--- src/rtl/pwm_pkg.sv ---
// pwm_pkg: shared types and constants for the coil PWM controller and the coil model.
//   pwm_state_e    : controller FSM states, encoding visible on the state output.
//   IEST_XOR_MASK  : the ADC current estimate is inverted; XOR with this mask to get signed DN.
//   IEST_DN_PER_A  : current scale, 205 DN per amp.
package pwm_pkg;

  typedef enum logic [1:0] {
    ST_IDLE  = 2'd0,
    ST_ON    = 2'd1,
    ST_OFF   = 2'd2,
    ST_FAULT = 2'd3
  } pwm_state_e;

  localparam logic [11:0] IEST_XOR_MASK = 12'h7FF;
  localparam int          IEST_DN_PER_A = 205;

endpackage

--- src/rtl/iest_decode.sv ---
// iest_decode: combinational decode of the inverted 12-bit current estimate into an
// unsigned 11-bit magnitude. Negative currents are clamped to 0.
//   i_iest : raw ADC-format estimate (0 A = 0x7FF)
//   o_meas : decoded current, unsigned DN
module iest_decode
  import pwm_pkg::*;
(
  input  logic [11:0] i_iest,
  output logic [10:0] o_meas
);

  logic [11:0] w_raw;

  assign w_raw  = i_iest ^ IEST_XOR_MASK;
  // bit 11 is the sign after the XOR; anything negative reads as 0 A
  assign o_meas = w_raw[11] ? 11'd0 : w_raw[10:0];

endmodule

--- src/rtl/pwm_hysteresis_ctrl.sv ---
// pwm_hysteresis_ctrl: peak/valley hysteresis current controller for a coil driver,
// with minimum on/off times and a max-on fault.
//   clk, reset_n      : clock, asynchronous active-low reset
//   enable            : run request (level)
//   iest_coil         : estimated coil current, inverted ADC format
//   i_peak, i_valley  : turn-off / turn-on thresholds, unsigned DN
//   fault_clr         : clears FAULT when enable is low
//   pwm               : switch drive, high only in ON
//   state             : current FSM state
//   fault             : sticky max-on fault
//   pulse_cnt         : saturating count of ON entries
module pwm_hysteresis_ctrl
  import pwm_pkg::*;
#(
  parameter int MIN_ON  = 8,
  parameter int MIN_OFF = 8,
  parameter int MAX_ON  = 240
) (
  input  logic        clk,
  input  logic        reset_n,
  input  logic        enable,
  input  logic [11:0] iest_coil,
  input  logic [10:0] i_peak,
  input  logic [10:0] i_valley,
  input  logic        fault_clr,
  output logic        pwm,
  output logic [1:0]  state,
  output logic        fault,
  output logic [15:0] pulse_cnt
);

  // phase counter reads N-1 in the Nth cycle of a state
  localparam logic [7:0] C_MIN_ON  = 8'(MIN_ON - 1);
  localparam logic [7:0] C_MIN_OFF = 8'(MIN_OFF - 1);
  localparam logic [7:0] C_MAX_ON  = 8'(MAX_ON - 1);

  pwm_state_e  r_state, w_next;
  logic [7:0]  r_cnt;
  logic        r_pwm;
  logic        r_fault;
  logic [15:0] r_pulse;
  logic        r_armed;
  logic [10:0] w_meas;

  iest_decode u_dec (
    .i_iest (iest_coil),
    .o_meas (w_meas)
  );

  always_comb begin
    w_next = r_state;
    case (r_state)
      // r_armed holds IDLE through the first edge after reset release
      ST_IDLE:  if (enable && !r_fault && r_armed) w_next = ST_ON;
      ST_ON: begin
        if (r_cnt == C_MAX_ON)
          w_next = ST_FAULT;
        else if (r_cnt >= C_MIN_ON && (w_meas >= i_peak || !enable))
          w_next = ST_OFF;
      end
      ST_OFF: begin
        if (r_cnt >= C_MIN_OFF) begin
          if (!enable)                 w_next = ST_IDLE;
          else if (w_meas <= i_valley) w_next = ST_ON;
        end
      end
      ST_FAULT: if (fault_clr && !enable) w_next = ST_IDLE;
      default:  w_next = ST_IDLE;
    endcase
  end

  always_ff @(posedge clk or negedge reset_n) begin
    if (!reset_n) begin
      r_state <= ST_IDLE;
      r_cnt   <= 8'd0;
      r_pwm   <= 1'b0;
      r_fault <= 1'b0;
      r_pulse <= 16'd0;
      r_armed <= 1'b0;
    end else begin
      r_armed <= 1'b1;
      r_state <= w_next;
      r_pwm   <= (w_next == ST_ON);
      r_fault <= (w_next == ST_FAULT);
      if (w_next != r_state)  r_cnt <= 8'd0;
      else if (r_cnt != 8'hFF) r_cnt <= r_cnt + 8'd1;
      if (w_next == ST_ON && r_state != ST_ON && r_pulse != 16'hFFFF)
        r_pulse <= r_pulse + 16'd1;
    end
  end

  assign pwm       = r_pwm;
  assign state     = r_state;
  assign fault     = r_fault;
  assign pulse_cnt = r_pulse;

endmodule

--- config.mk ---
export PLATFORM = sky130hd
export DESIGN_NAME = pwm_hysteresis_ctrl
export DESIGN_NICKNAME = d
export VERILOG_FILES = /design/src/rtl/pwm_pkg.sv /design/src/rtl/iest_decode.sv /design/src/rtl/pwm_hysteresis_ctrl.sv
export SDC_FILE = /design/constraint.sdc
export NUM_CORES = 1
export LEC_CHECK = 0
export CAP_MARGIN = 20
export CORE_AREA = 2 2 65 67
export CTS_BUF_LIST = sky130_fd_sc_hd__clkbuf_4
export DETAILED_ROUTE_END_ITERATION = 8
export DIE_AREA = 0 0 67 69
export DONT_BUFFER_PORTS = 1
export GPL_TIMING_DRIVEN = 1
export HOLD_SLACK_MARGIN = 0.1
export PLACE_DENSITY = 0.75
export SLEW_MARGIN = 20
export SYNTH_ARGS = -nofsm -noshare
export SYNTH_HDL_FRONTEND = slang
export SYNTH_SLANG_ARGS = --single-unit
--- constraint.sdc ---
create_clock -name clk -period 6.49 [get_ports clk]
set_input_delay 0.9735 -clock clk [delete_from_list [all_inputs] [get_ports clk]]
set_output_delay 0.9735 -clock clk [all_outputs]
set_load 0.02 [all_outputs]
# --- Word level (Yosys, flattened, before mapping) ---
# Cells that the tools add are included.
classes:
  magnitude_cmp: 3
  bitwise_logic: 1
  add_sub_neg: 2
  reduce_logical: 11
  mux: 11
  eq_ne: 10
op_table:
  columns: ["cell", "count"]
  rows:
  - ["adder 16 x 1 -> 16 bit (second input constant)", 1]
  - ["two-way mux 8 bit", 2]
  - ["inequality test 16 bit (second input constant)", 1]
  - ["two-way mux 2 bit", 7]
  - [">= comparator 11 bit", 1]
  - ["less-or-equal comparator 11 bit", 1]
  - ["two-way mux 11 bit", 1]
  - ["inverter 11 bit", 1]
  - ["adder 8 x 1 -> 8 bit (second input constant)", 1]
  - ["== test 8 bit (second input constant)", 1]
  - [">= comparator 8 x 3 -> 1 bit (second input constant)", 1]
  - ["inequality test 8 bit (second input constant)", 1]
  - ["one-hot mux 2 bit (4 select lines)", 1]
  - ["== test 2 bit (second input constant)", 3]
  - ["logical AND 1 bit", 6]
  - ["== test 2 x 1 -> 1 bit (second input constant)", 2]
  - ["logical NOT 1 bit", 2]
  - ["logical NOT 2 bit", 1]
  - ["inequality test 2 x 1 -> 1 bit (second input constant)", 1]
  - ["inequality test 2 bit", 1]
  - ["nonzero test 2 bit", 1]
  - ["logical OR 1 bit", 1]
totals:
  wordCells: 44
  register_bits: 29
  output_inout_bits: 20

# --- Depth between registers and ports, before layout ---
logic_depth:
  depth_word: 11
  mapped_depth: 11
  ltp_nobuf: 10

# --- Hierarchy ---
# Synthesis repeated with hierarchy kept, for this count alone.
unflattened:
  hier_cells: 253
  area_unflattened_um2: 2197.1
by_module_without_submodules:
  columns: ["mod", "instances", "area_per_inst_um2", "seq_area_each_um2", "cells_per_inst"]
  rows:
  - ["pwm_hysteresis_ctrl", 1, 2144.6, 725.7, 241]
  - ["iest_decode", 1, 52.6, 0.0, 12]

# --- Worst setup path after synthesis ---
# Ideal clock, no wire load.
synth_path:
  path_kind: "input to register"
  startpoint: "input port iest_coil[11]"
  endpoint: "register r_pulse[10] (netlist: pulse_cnt[10])"
  n_path_buf: 1
  arrival_time_ns: 3.067
  cell_stages: 11
  slack_ns: 3.343
  cell_sequence: "buf_4 > or2_2 > ha_1 > nor2b_1 > o21ai_0 > a211oi_1 > o21ai_0 > o21ai_0 > nand3_1 > nor4_1 > xor2_1"
synth_via:
  elab_chain_len: 10
  elab_cells_between_ends: 14
  classes_between: "order compare (2); eq/ne (1); mux (7); reduce/logical (4)"
synth_lines:
  columns: ["element", "line", "text"]
  rows:
  - ["start: declaration", "pwm_hysteresis_ctrl.sv:22", "input logic [11:0] iest_coil,"]
  - ["two-way mux 11 bit (*)", "iest_decode.sv:16", "assign o_meas = w_raw[11] ? 11'd0 : w_raw[10:0];"]
  - [">= comparator 11 bit", "pwm_hysteresis_ctrl.sv:58", "else if (r_cnt >= C_MIN_ON && (w_meas >= i_peak || !enable))"]
  - ["logical OR 1 bit", "pwm_hysteresis_ctrl.sv:58", null]
  - ["logical AND 1 bit", "pwm_hysteresis_ctrl.sv:58", null]
  - ["two-way mux 2 bit", "pwm_hysteresis_ctrl.sv:58", null]
  - ["two-way mux 2 bit", "pwm_hysteresis_ctrl.sv:56", "if (r_cnt == C_MAX_ON)"]
  - ["one-hot mux 2 bit (4 select lines) (*)", "pwm_hysteresis_ctrl.sv:52", "case (r_state)"]
  - ["via w_next[1]", "pwm_hysteresis_ctrl.sv:37", "pwm_state_e r_state, w_next;"]
  - ["== test 2 x 1 -> 1 bit (*)", "pwm_hysteresis_ctrl.sv:87", "if (w_next == ST_ON && r_state != ST_ON && r_pulse != 16'hFFFF)"]
  - ["logical AND 1 bit (*) (2 in a row)", "pwm_hysteresis_ctrl.sv:87", null]
  - ["end signal: assignment", "pwm_hysteresis_ctrl.sv:88", "r_pulse <= r_pulse + 16'd1;"]
  - ["end: declaration", "pwm_hysteresis_ctrl.sv:41", "logic [15:0] r_pulse;"]
# The timed path passes the listed nets; every way through them passes the cells marked *.
# A chain may end at the register's enable or synchronous reset.

# --- Final worst setup path ---
layout_path:
  startpoint: "input port iest_coil[11]"
  endpoint: "register r_pulse[8] (netlist: pulse_cnt[8])"
# The elaborated chain is that of the path after synthesis.

==> impl_metrics.tcl <==
set metrics [dict create \
    period_minus_slack_ns 2.96 \
    path_cells "or2_2 > ha_1 > nor2b_1 > o21ai_0 > a211oi_1 > o21ai_0 > o21ai_0 > nand3_1 > nor4_1 > xor2_1" \
    final_hold_viol_count 0 \
    rsz0062_at_grt "no" \
    grt_use_met3_pct 6.85 \
    synthesis.nets 298 \
    yosysUniqueCellTypes 43 \
    ys.flop_type "dfrtp_1" \
    period_share_pct 45.6 \
    syn-instance-count 240 \
    hold_path.class "in2async" \
    pin_count 58 \
    run_status "finished, final reports clean" \
    setup_ws_ns 3.53 \
    groute.usage.overall_pct 19.1 \
    reg2regPathDepth 8 \
    slew_headroom_pct 62.3 \
    start_util_pct 52.7 \
    worstPathArrival_ns 3.22 \
    cts_hold_buf 0 \
    yosysWarnings 0 \
    grt_max_degree 30 \
    die_w_um 67 \
    max_freq_mhz 338 \
    syn_to_final_growth_pct 5.76 \
    drive_gt1_share_pct 5.35 \
    post-place-ws_ns 3.15 \
    fin_skew_ns 0.0112 \
    path_common_cell "o21ai_0" \
    synth-edff-count 0 \
    drt_first_pass_iters 4 \
    postRouteAntennaNets 0 \
    yosys-top-cells-area "dfrtp_1 (35%), ha_1 (12%), nand2_1 (4.7%)" \
    cp_max_fo 14 \
    die_area_um2 4620 \
    synth_seq_area_share_pct 35.2 \
    vias_per_cell 5.76 \
    power_density_nw_per_um2 296 \
    crit_required_ns 6.75 \
    final_cell_mix "dfrtp_1 (29), nand2_1 (26), nor2_1 (21), ha_1 (20), inv_1 (19)" \
    overflow 0 \
    yosysTopAreaCell "dfrtp_1" \
    numCtsBuffers 5 \
    synth_seq_cells 29 \
    diodes 0 \
    path_clk_slew_ns 0.09 \
    startpoint_type "input port" \
    reg2reg_slack_ns 3.95 \
    placed_cells 285 \
    ir_drop_uv 173 \
    crit_type "in2reg" \
    critPathSlowestCell "nor4_1" \
    std_cell_rows 23 \
    p_leak_nw 1.05 \
    post_cts_buffers 0 \
    crit_path_max_incr_delay_ns 0.39 \
    cts_resized 0 \
    wirelength_um 4090 \
    post-route-util_pct 55.7 \
    tightest_slew_ns 0.564 \
    endpoint_kind "flip-flop" \
    cts_max_path_buffers 2 \
    grt_pass1_wl_um 6960 \
    r2r-start "pulse_cnt[4]" \
    clk_latency_ns 0.34 \
    wl_per_cell_um 13.9 \
    drt_first_iter_violations 49 \
    max_cap_violations 0 \
    grt_use_met1_pct 21.8 \
    gp_congestion 0.835 \
    use_met2_pct 32.6 \
    setup_viol 0 \
    timing.hold.ws_ns 0.317 \
    layoutNonFillerInstCount 293 \
    r2r_end "pulse_cnt[15]" \
    yosysTopAreaCellShare_pct 35.2 \
    numPortBuffers 0 \
    fin_setup_tns_ns 0 \
    root_buffer "clkbuf_4" \
    layout.nets 300 \
    netlist_area_um2 2060 \
    synth_area_per_cell_um2 8.59 \
    top_usage_layer "met2" \
    grt_pass1_vias 1643 \
    via_count 1687 \
    drc_errors 0 \
    coreArea_um2 3910 \
    cts_tree "yes" \
    cts_num_sinks 29 \
    antenna_found_initial 0 \
    layout_commonest_cell "dfrtp_1" \
    die_h_um 69 \
    htree_levels 2 \
    report.final.slew_viol_count 0 \
    place_hpwl_um 3200 \
    async_reset_ff_share_pct 100 \
]
==> layer usage <==
layer	up-vias	part of all wire, %
met2	57	47
met5	-	0
met4	0	1.3
met1	777	44
li1	848	-
met3	5	7.8
==> through the flow <==
step	instance area [um2]	total power [mW]
after floorplan	2060	0.460
after global placement	2100	0.499
after detailed placement	2100	0.503
after CTS	2180	0.650
after global routing	2180	0.693
final	2180	0.645
==> final cells by class <==
class	instances	area (um2)
inverter	19	71.3
clock inverter	2	33.8
tap	50	62.6
sequential	29	726
clock buffer	6	45.0
fill	366	1730
multi-input combinational	187	1240
==> state kept, by name (all words and copies together), names as in the netlist <==
| name | count |
|---|---|
| state | 2 |
| fault | 1 |
| pulse_cnt | 16 |
| r_cnt | 8 |
| pwm | 1 |
| r_armed | 1 |
==> power by group <==
| group | switching, mW | leakage (nW) | total [mW] | internal, mW |
|---|---|---|---|---|
| Sequential | 0.0841 | 0.384 | 0.304 | 0.220 |
| Combinational | 0.113 | 0.621 | 0.194 | 0.0810 |
| Clock | 0.0631 | 0.0433 | 0.147 | 0.0843 |
| Total | 0.260 | 1.05 | 0.645 | 0.385 |
==> how the worst max path moves through the flow <==
stage | startpoint | to | cells past startpoint
after floorplan | iest_coil[11] | pulse_cnt[10] | 11
after global placement | iest_coil[11] | pulse_cnt[10] | 10
after detailed placement | iest_coil[11] | pulse_cnt[8] | 10
after CTS | iest_coil[11] | pulse_cnt[8] | 10
after global routing | iest_coil[11] | pulse_cnt[8] | 10
final | iest_coil[11] | pulse_cnt[8] | 10
==> kinds of logic (layout without fill, tap and decap cells) <==
| logic type | count (synthesis) | after routing | share of synthesized area (%) |
|---|---|---|---|
| other | 1 | 1 | 0.182 |
| adders and majority gates | 21 | 21 | 12.6 |
| and+or+nand+nor | 106 | 106 | 25.2 |
| buffers and inverters | 24 | 27 | 4.55 |
| DFF | 29 | 29 | 35.2 |
| xor gates and xnor gates | 17 | 17 | 7.22 |
| muxes | 1 | 1 | 0.485 |
| AOI/OAI and AO/OA | 41 | 41 | 14.6 |
==> critical path: cells and delay by family <==
family                     cells  cell delay (ns)
and+or+nand+nor                4             1.01
AOI/OAI and AO/OA              4             0.77
adders and majority gates      1             0.28
xor gates and xnor gates       1             0.19
==> synth_stat cells (all sizes together), types with 2 or more instances <==
| library cell | count |
|---|---|
| nand3 | 9 |
| inv | 19 |
| a211oi | 5 |
| ha | 20 |
| clkbuf | 4 |
| nand4 | 8 |
| o21ai | 15 |
| xnor2 | 9 |
| and3 | 8 |
| o211ai | 2 |
| xor2 | 8 |
| o31ai | 2 |
| or2 | 2 |
| and2 | 2 |
| a21oi | 6 |
| dfrtp | 29 |
| nand2b | 6 |
| nor3 | 15 |
| nand2 | 26 |
| nor2b | 4 |
| nor2 | 21 |
| nor4 | 2 |
No activity file was read; power rests on OpenSTA's default activity.
